[src/rtl/calc_pkg.sv]
// Shared calculator front-end types and constants: digit defaults, controller states, blank code.
// Pure declarations; no timing or flow control of its own.
package calc_pkg;
  localparam int DEF_DIGIT_W   = 4;
  localparam int DEF_MAX_DIGIT = 9;

  typedef enum logic {
    IDLE = 1'b0,
    HOLD = 1'b1
  } state_e;

  // Code the seven-segment driver renders as an unlit digit.
  localparam logic [DEF_DIGIT_W-1:0] BLANK_DIGIT = 4'hF;
endpackage

[src/rtl/key_edge_detect.sv]
// Rising-edge detector for a level key strobe; event is combinational in the first high cycle.
// prev resets to 1, so a key held through reset stays silent until released and pressed again.
module key_edge_detect (
  input  logic clk,
  input  logic reset,
  input  logic level,
  output logic evt
);
  logic prev_q, prev_d;

  always_comb begin
    prev_d = level;
    evt    = level & ~prev_q;
  end

  always_ff @(posedge clk) begin
    if (!reset) prev_q <= 1'b1;
    else        prev_q <= prev_d;
  end
endmodule

[src/rtl/digit_entry_buffer.sv]
// Keypad digit buffer with push/backspace, display window and valid/ready operand hand-off.
// 1-cycle strobe-to-display latency; while an operand is held for out_ready, key events are refused with err.
module digit_entry_buffer
  import calc_pkg::*;
#(
  parameter int DEPTH     = 8,
  parameter int DIGIT_W   = DEF_DIGIT_W,
  parameter int WIN       = 4,
  parameter int MAX_DIGIT = DEF_MAX_DIGIT,
  localparam int CW       = $clog2(DEPTH+1)
) (
  input  logic                     clk,
  input  logic                     reset,
  input  logic [DIGIT_W-1:0]       num,
  input  logic                     num_pressed,
  input  logic                     clear,
  input  logic                     submit,
  input  logic                     out_ready,
  output logic [WIN*DIGIT_W-1:0]   disp,
  output logic [WIN-1:0]           disp_blank,
  output logic [CW-1:0]            cnt,
  output logic                     full,
  output logic                     empty,
  output logic                     err,
  output logic                     out_valid,
  output logic [DEPTH*DIGIT_W-1:0] out_data,
  output logic [CW-1:0]            out_len
);
  localparam logic [DIGIT_W-1:0] MAX_CODE = DIGIT_W'(MAX_DIGIT);

  logic num_evt, clear_evt, submit_evt;

  key_edge_detect u_num_edge    (.clk(clk), .reset(reset), .level(num_pressed), .evt(num_evt));
  key_edge_detect u_clear_edge  (.clk(clk), .reset(reset), .level(clear),       .evt(clear_evt));
  key_edge_detect u_submit_edge (.clk(clk), .reset(reset), .level(submit),      .evt(submit_evt));

  state_e                          state_q, state_d;
  logic [DEPTH-1:0][DIGIT_W-1:0]   buf_q, buf_d;
  logic [CW-1:0]                   cnt_q, cnt_d;
  logic                            err_q, err_d;
  logic [DEPTH*DIGIT_W-1:0]        out_data_q, out_data_d;
  logic [CW-1:0]                   out_len_q, out_len_d;
  logic                            is_full, is_empty;

  always_comb begin
    is_full  = (cnt_q == CW'(DEPTH));
    is_empty = (cnt_q == '0);

    state_d    = state_q;
    buf_d      = buf_q;
    cnt_d      = cnt_q;
    err_d      = 1'b0;
    out_data_d = out_data_q;
    out_len_d  = out_len_q;

    unique case (state_q)
      IDLE: begin
        // One action per cycle; lower-priority edges in the same cycle are dropped silently.
        if (submit_evt) begin
          if (is_empty) begin
            err_d = 1'b1;
          end else begin
            out_data_d = buf_q;
            out_len_d  = cnt_q;
            state_d    = HOLD;
          end
        end else if (clear_evt) begin
          if (is_empty) begin
            err_d = 1'b1;
          end else begin
            buf_d = {DIGIT_W'(0), buf_q[DEPTH-1:1]};
            cnt_d = cnt_q - CW'(1);
          end
        end else if (num_evt) begin
          if (is_full || (num > MAX_CODE)) begin
            err_d = 1'b1;
          end else begin
            buf_d = {buf_q[DEPTH-2:0], num};
            cnt_d = cnt_q + CW'(1);
          end
        end
      end
      HOLD: begin
        if (submit_evt || clear_evt || num_evt) err_d = 1'b1;
        if (out_ready) begin
          buf_d   = '0;
          cnt_d   = '0;
          state_d = IDLE;
        end
      end
      default: state_d = IDLE;
    endcase
  end

  always_ff @(posedge clk) begin
    if (!reset) begin
      state_q    <= IDLE;
      buf_q      <= '0;
      cnt_q      <= '0;
      err_q      <= 1'b0;
      out_data_q <= '0;
      out_len_q  <= '0;
    end else begin
      state_q    <= state_d;
      buf_q      <= buf_d;
      cnt_q      <= cnt_d;
      err_q      <= err_d;
      out_data_q <= out_data_d;
      out_len_q  <= out_len_d;
    end
  end

  always_comb begin
    disp = buf_q[WIN-1:0];
    for (int i = 0; i < WIN; i++) disp_blank[i] = (CW'(i) >= cnt_q);
  end

  assign cnt       = cnt_q;
  assign full      = is_full;
  assign empty     = is_empty;
  assign err       = err_q;
  assign out_valid = (state_q == HOLD);
  assign out_data  = out_data_q;
  assign out_len   = out_len_q;
endmodule

[config.mk]
export PLATFORM = sky130hd
export DESIGN_NAME = digit_entry_buffer
export DESIGN_NICKNAME = d
export VERILOG_FILES = /design/src/rtl/calc_pkg.sv /design/src/rtl/key_edge_detect.sv /design/src/rtl/digit_entry_buffer.sv
export SDC_FILE = /design/constraint.sdc
export NUM_CORES = 1
export LEC_CHECK = 0
export CORE_ASPECT_RATIO = 1.75
export CORE_MARGIN = 2
export CORE_UTILIZATION = 40
export DETAILED_ROUTE_END_ITERATION = 8
export PLACE_DENSITY = 0.76
export SLEW_MARGIN = 40
export SYNTH_ARGS = -nofsm -noshare
export SYNTH_HDL_FRONTEND = slang
export SYNTH_SLANG_ARGS = --single-unit
[constraint.sdc]
create_clock -name clk -period 2.7 [get_ports clk]
set_input_delay 0.54 -clock clk [delete_from_list [all_inputs] [get_ports clk]]
set_output_delay 0.54 -clock clk [all_outputs]
set_load 0.01 [all_outputs]
==> results of run 1 <==
-- power by group through the flow --
stage	sequential [mW]	clock [mW]	combinational, mW
after floorplan	1.17	0	0.0868
after global placement	1.17	0	0.138
after detailed placement	1.17	0	0.140
after CTS	1.15	1.20	0.140
after global routing	1.15	1.25	0.157
final	1.15	1.18	0.144
-- metrics by stage --
stage,power [mW],utilization,cell area (sq um)
2_1_floorplan,1.26,-,3610
3_3_place_gp,1.31,0.499,4350
3_5_place_dp,1.31,0.499,4350
4_1_cts,2.49,0.532,4650
5_1_grt,2.55,0.535,4670
6_report,2.47,0.535,4670
-- repair_timing --
action                                 4_1_cts  5_1_grt
endpoints found under the hold margin        0        0
resized for setup                            0        1
buffers inserted                             0        2
hold buffers                                 0        0
setup endpoints to repair                    0        2
-- routing by layer --
metal / wire (microns) / up-vias / part of all wire / track usage
li1: - / 1582 / - / -
met1: 3530 / 1511 / 0.39 / 0.226
met2: 5090 / 64 / 0.56 / 0.341
met3: 291 / 12 / 0.032 / 0.0486
met4: 210 / 0 / 0.023 / 0.0826
met5: 0 / - / 0 / 0
-- sequential cells by signal, summed over array words and instances, names as in the netlist --
register              flops
buf_q                    16
cnt                       4
disp                     16
err                       1
out_data                 32
out_len                   4
out_valid                 1
u_clear_edge.prev_q       1
u_num_edge.prev_q         1
u_submit_edge.prev_q      1
-- path summary, 6_finish.rpt --
check	start	end	depth (start not counted)	slack, ns
max reg2reg	cnt[0]	cnt[2]	7	0.39
min	out_data[7]	out_data[7]	2	0.45
max	cnt[0]	full	4	0.22
min reg2reg	out_data[7]	out_data[7]	2	0.45
-- cell usage in the layout, fill, tap and decap left out, types with 2 or more instances in the layout --
| cell | netlist | layout |
|---|---|---|
| a21boi_0 | 10 | 10 |
| a211o_1 | 27 | 27 |
| and3_1 | 7 | 7 |
| nand3_1 | 28 | 28 |
| buf_4 | 17 | 14 |
| or3_1 | 2 | 2 |
| ha_1 | 5 | 5 |
| nand2_1 | 136 | 136 |
| clkdlybuf4s50_1 | 0 | 72 |
| nand2b_1 | 6 | 6 |
| buf_12 | 0 | 2 |
| a21boi_1 | 55 | 55 |
| or4_1 | 2 | 2 |
| a21oi_1 | 2 | 2 |
| clkbuf_16 | 0 | 9 |
| clkinv_2 | 0 | 4 |
| o2111ai_1 | 2 | 2 |
| nor3_1 | 2 | 2 |
| inv_1 | 3 | 3 |
| nor2_1 | 10 | 10 |
| dfxtp_1 | 77 | 77 |
| o21a_1 | 8 | 8 |
-- layout make-up --
type | count | area share
inverters | 3 | 0.00241
multi-input cells | 314 | 0.387
well taps | 117 | 0.0314
flip-flops and latches | 77 | 0.330
clock buffers | 9 | 0.0483
repair buffers | 89 | 0.187
clock inverters | 7 | 0.0142
-- worst max-delay path, cell delays in order (launching register included) --
cell,delay [ns]
dfxtp_1,0.49
inv_1,0.13
ha_1,0.25
and3b_1,0.24
clkdlybuf4s50_1,0.49
-- cell families (layout without fill, tap and decap cells) --
group | after synthesis | in the layout | share of synthesized area
fa+ha+maj | 5 | 5 | 0.0173
simple gates | 200 | 200 | 0.241
mux | 1 | 1 | 0.00277
compound gates | 107 | 107 | 0.230
buf+inv | 57 | 108 | 0.0800
flops | 77 | 77 | 0.427
xor+xnor | 1 | 1 | 0.00242
==> reports/metrics.cfg, run 1 <==
[power]
internal-power_mw=1.92
seq_power_share=0.465
pwr-share-clk=0.477
p_leak_nw=1.55
p_sw_frac=0.224
power_frac_comb=0.058
p_switching_mw=0.555
power_density_nw_per_um2=530
peakVddDrop_v=0.000374

[sta]
finalSetupTns_ns=0
min_period_ns=2.48
hold_violations=0
maxSlewHeadroom=0.753
worst_pin_slew_ns=0.371
fmax_mhz=403
slew_violations=0
finalCritPeriodShare=0.918
rsz0062_at_grt=false
setup_violations=0
fin_worst_skew_ns=0.00531
timing.hold.ws_ns=0.449
worst_slack_ns=0.221

[synthesis]
yosys_warnings=0
async_flop_share=0
postSynthCellCount=448
yosysMostFrequentCell=nand2_1
synthesis.nets=463
synth_top_area_frac=0.427
synthTopCellsByArea=dfxtp_1 43%, nand2_1 14%, a21boi_1 11%
synth_cell_type_count=32
yosys-top-cells-count=136 x nand2_1, 77 x dfxtp_1, 55 x a21boi_1
syn-cell-area_sq_um=3610
syn_avg_cell_area_sq_um=8.07
synthFlopType=dfxtp_1
ys_ff_latch=77
synth-edff-count=0
yosysTopAreaCell=dfxtp_1
seq_area_frac_synth=0.427

[drt]
route.detailed.drc=0
drtPass1Iterations=5
wire_per_inst_microns=14.8
viasPerCell=5.14
detail-route-antenna-nets=0
wirelength_microns=9120
num_vias=3169
drtIter0Drc=276

[grt]
antenna_found_initial=0
grt_pass1_wl_microns=14800
grt_max_degree=44
grt_pass1_vias=2992
grt_overflow=0
grt_usage=0.198

[floorplan]
die_area_sq_um=9840
die_h_microns=130
ios=74
rows=45
start_util=0.414
die_w_microns=75.8
fp.coreArea_sq_um=8730

[setup_path]
arrival_ns=1.94
crit_fanout=9
worst-setup-path-type=reg -> out
worstPathRequired_ns=2.16
cp-start-kind=register
end_kind=output port

[clock_network]
numCtsBuffers=9
clk_latency_ns=0.34
clock_sinks=77
path_clk_slew_ns=0.06
h-tree-depth=3
ctsLongestPathBuffers=2
cts_root_buf=clkbuf_16
tritoncts=built

[cells_and_area]
antenna_cells=0
regArea_sq_um=1540
area_delta_synth_final_pct=29.2
drive_above_1_share=0.0762
stdcell_count=616
fill_cells=824
multi_input_area_sq_um=1810
final_nets=509

[worst_hold_path]
hold_path_class=reg -> reg

[place]
dp_cells=598
gp_congestion=0.815
port_buffers=73
dp_slack_ns=0.358
dp_hpwl_microns=6210

[job]
max_cap_viol_count=0

[run_status]
outcome=completed

Note: power is estimated with default switching activity, not from simulation.
==> run 2, diff against run 1 <==
--- a/config.mk
+++ b/config.mk
@@ -5,6 +5,8 @@
 export SDC_FILE = /design/constraint.sdc
 export NUM_CORES = 1
 export LEC_CHECK = 0
+export ABC_AREA = 1
+export ABC_CLOCK_PERIOD_IN_PS = 2700
 export CORE_ASPECT_RATIO = 1.75
 export CORE_MARGIN = 2
 export CORE_UTILIZATION = 40
==> constraint.sdc (replaced) <==
create_clock -name clk -period 2.7 [get_ports clk]
set_input_delay 0.54 -clock clk [delete_from_list [all_inputs] [get_ports clk]]
set_output_delay 0.54 -clock clk [all_outputs]
set_load 0.1 [all_outputs]
==> run 2 against run 1 <==
Effect of this change:
- sequential share of layout area grew 1.8 points
- clock skew is essentially flat
- largest cell class unchanged
- combinational power grew to 3.0 times the previous value
- highest routed layer unchanged
- design area fell by 4.4%
- power rose by 8.2%
- clock-buffer cell count rose by 3
- wire length grew 10%
- via count is 12% higher
- flip-flop and latch count is the same
- cell count grew 11%
- maximum frequency is 6.9% higher
==> reports/metrics.cfg, run 2 <==
[run_status]
outcome=completed  ; unchanged

[floorplan]
die_w_microns=76.3  ; was 75.8 microns
ios=74  ; unchanged
die_area_sq_um=9950  ; was 9840 sq um
die_h_microns=130  ; about the same
fp.coreArea_sq_um=8980  ; was 8730 sq um
start_util=0.407  ; was 0.414
rows=46  ; was 45

[grt]
grt_max_degree=32  ; was 44
grt_pass1_vias=3304  ; was 2992
grt_overflow=0  ; unchanged
grt_pass1_wl_microns=16200  ; was 14800 microns
antenna_found_initial=0  ; unchanged
grt_usage=0.208  ; was 0.198

[cells_and_area]
final_common_cell=nand2_1  ; unchanged
fill_cells=939  ; was 824
most-common-layout-cells=133 x nand2_1, 80 x a21oi_1, 76 x buf_4, 73 x dfxtp_1, 51 x nand3_1  ; was 136 x nand2_1, 77 x dfxtp_1, 72 x clkdlybuf4s50_1, 55 x a21boi_1, 28 x nand3_1
final_nets=572  ; was 509
largest_register_ffs=32  ; unchanged
drive_above_1_share=0.210  ; was 0.0762
area_delta_synth_final_pct=22.0  ; was 29.2%
regArea_sq_um=1550  ; was 1540 sq um
antenna_cells=0  ; unchanged
multi_input_area_sq_um=1740  ; was 1810 sq um

[worst_hold_path]
min_to=out_data[2]  ; was out_data[7]
min_path_cells=2  ; unchanged
min_from=out_data[2]  ; was out_data[7]
hold_path_class=reg -> reg  ; unchanged

[setup_path]
reg2reg_to=disp[8]  ; was cnt[2]
worst-setup-path-type=reg -> out  ; unchanged
crit_fanout=8  ; was 9
r2r_slack_ns=0.64  ; was 0.39 ns
cp_slowest_cell=dfxtp_4  ; was dfxtp_1
arrival_ns=1.78  ; was 1.94 ns
crit_path_max_incr_delay_ns=0.37  ; was 0.49 ns
crit_start=cnt[0]  ; unchanged
end_kind=output port  ; unchanged
r2r_start=cnt[0]  ; unchanged
cp-start-kind=register  ; unchanged
worstPathRequired_ns=2.16  ; about the same
worstRegToRegCells=9  ; was 7
cp_cell_sequence=inv_1 > ha_1 > nand2_2 > clkinvlp_4 > buf_4  ; was inv_1 > ha_1 > and3b_1 > clkdlybuf4s50_1

[sta]
min_period_ns=2.32  ; was 2.48 ns
slew_violations=0  ; unchanged
fin_worst_skew_ns=0.00522  ; was 0.00531 ns
rsz0062_at_grt=false  ; unchanged
finalSetupTns_ns=0  ; unchanged
hold_violations=0  ; unchanged
worst_pin_slew_ns=0.492  ; was 0.371 ns
maxSlewHeadroom=0.671  ; was 0.753
fmax_mhz=431  ; was 403 MHz
finalCritPeriodShare=0.859  ; was 0.918
setup_violations=0  ; unchanged

[clock_network]
ctsLongestPathBuffers=2  ; unchanged
numCtsBuffers=9  ; unchanged
post_cts_resized=0  ; unchanged
holdBufCountCts=0  ; unchanged
cts_setup_buffers=0  ; unchanged
tritoncts=built  ; unchanged
path_clk_slew_ns=0.06  ; about the same
h-tree-depth=3  ; unchanged
cts_root_buf=clkbuf_16  ; unchanged
clock_sinks=77  ; unchanged
clk_latency_ns=0.34  ; about the same

[drt]
wire_per_inst_microns=14.8  ; about the same
drtIter0Drc=325  ; was 276
viasPerCell=5.23  ; was 5.14
drtPass1Iterations=5  ; unchanged
num_vias=3562  ; was 3169
wirelength_microns=10000  ; was 9120 microns
route.detailed.drc=0  ; unchanged
detail-route-antenna-nets=0  ; unchanged

[power]
power_density_nw_per_um2=600  ; was 530 nW/um^2
p_leak_nw=1.78  ; was 1.55 nW
finalPower_mw=2.68  ; was 2.47 mW
peakVddDrop_v=0.000371  ; was 0.000374 V

[synthesis]
async_flop_share=0  ; unchanged
synth_cell_type_count=29  ; was 32
synthFlopType=dfxtp_1  ; unchanged
synthesis.nets=527  ; was 463
ys_ff_latch=77  ; unchanged
syn_avg_cell_area_sq_um=7.14  ; was 8.07 sq um
yosysMostFrequentCell=nand2_1  ; unchanged
yosys_warnings=0  ; unchanged
yosysTopAreaCell=dfxtp_1  ; unchanged
synth-edff-count=0  ; unchanged
seq_area_frac_synth=0.422  ; was 0.427
syn-cell-area_sq_um=3650  ; was 3610 sq um
yosys-top-cells-count=133 x nand2_1, 81 x a21oi_1, 77 x dfxtp_1  ; was 136 x nand2_1, 77 x dfxtp_1, 55 x a21boi_1
synthTopCellsByArea=dfxtp_1 42%, nand2_1 14%, a21oi_1 11%  ; was dfxtp_1 43%, nand2_1 14%, a21boi_1 11%
postSynthCellCount=512  ; was 448
synth_top_area_frac=0.422  ; was 0.427

[job]
max_cap_viol_count=0  ; unchanged

[place]
gp_congestion=0.894  ; was 0.815
port_buffers=73  ; unchanged
dp_hpwl_microns=7060  ; was 6210 microns

-- run 2: worst max-delay path: cells and delay by family (launching register included) --
kind / cells / cell delay [ns]
fa+ha+maj: 1 / 0.34
buf+inv: 3 / 0.57
flops: 1 / 0.37
simple gates: 1 / 0.15
-- run 2: area by class of cell --
type,instances,share of cell area
multi-input cells,365,0.389
clock inverters,3,0.00337
repair buffers,87,0.157
well taps,120,0.0337
clock buffers,12,0.0530
inverters,17,0.0151
flip-flops and latches,77,0.348
-- run 2: kinds of logic after synthesis --
family / share of synthesized area
DFF: 0.422
xor gates and xnor gates: 0.00719
and+or+nand+nor: 0.298
buffers and inverters: 0.105
adders and majority gates: 0.0171
AOI/OAI and AO/OA: 0.151
-- run 2: power breakdown --
part           switching, mW  internal (mW)  total (mW)
Sequential            0.0311           1.16        1.19
Combinational          0.331          0.107       0.438
Clock                  0.438          0.612        1.05
-- run 2: worst max-delay path by stage --
stage                     slack, ns             to
after global routing           0.26  disp_blank[0]
after detailed placement       0.34        disp[8]
after floorplan                0.05  disp_blank[0]
after global placement         0.41         cnt[3]
final                          0.38          empty
after CTS                      0.35          empty
-- run 2: through the flow --
step                      worst slack [ns]  area (sq um)  cells   util  hold slack (ns)
after global routing                 0.257          4460    681  0.497            0.482
final                                0.382          4460    681  0.497            0.465
after floorplan                     0.0534          3680    512      -            0.450
after detailed placement             0.342          4210    666  0.469            0.456
after global placement               0.405          4210    666  0.469            0.452
after CTS                            0.346          4460    681  0.497            0.465
-- run 2: routing by layer --
layer | GRT usage | up-vias | part of all wire
met1 | 0.224 | 1637 | 0.37
met5 | 0 | - | 0
met4 | 0.148 | 0 | 0.053
li1 | - | 1743 | -
met3 | 0.0371 | 34 | 0.058
met2 | 0.369 | 148 | 0.52
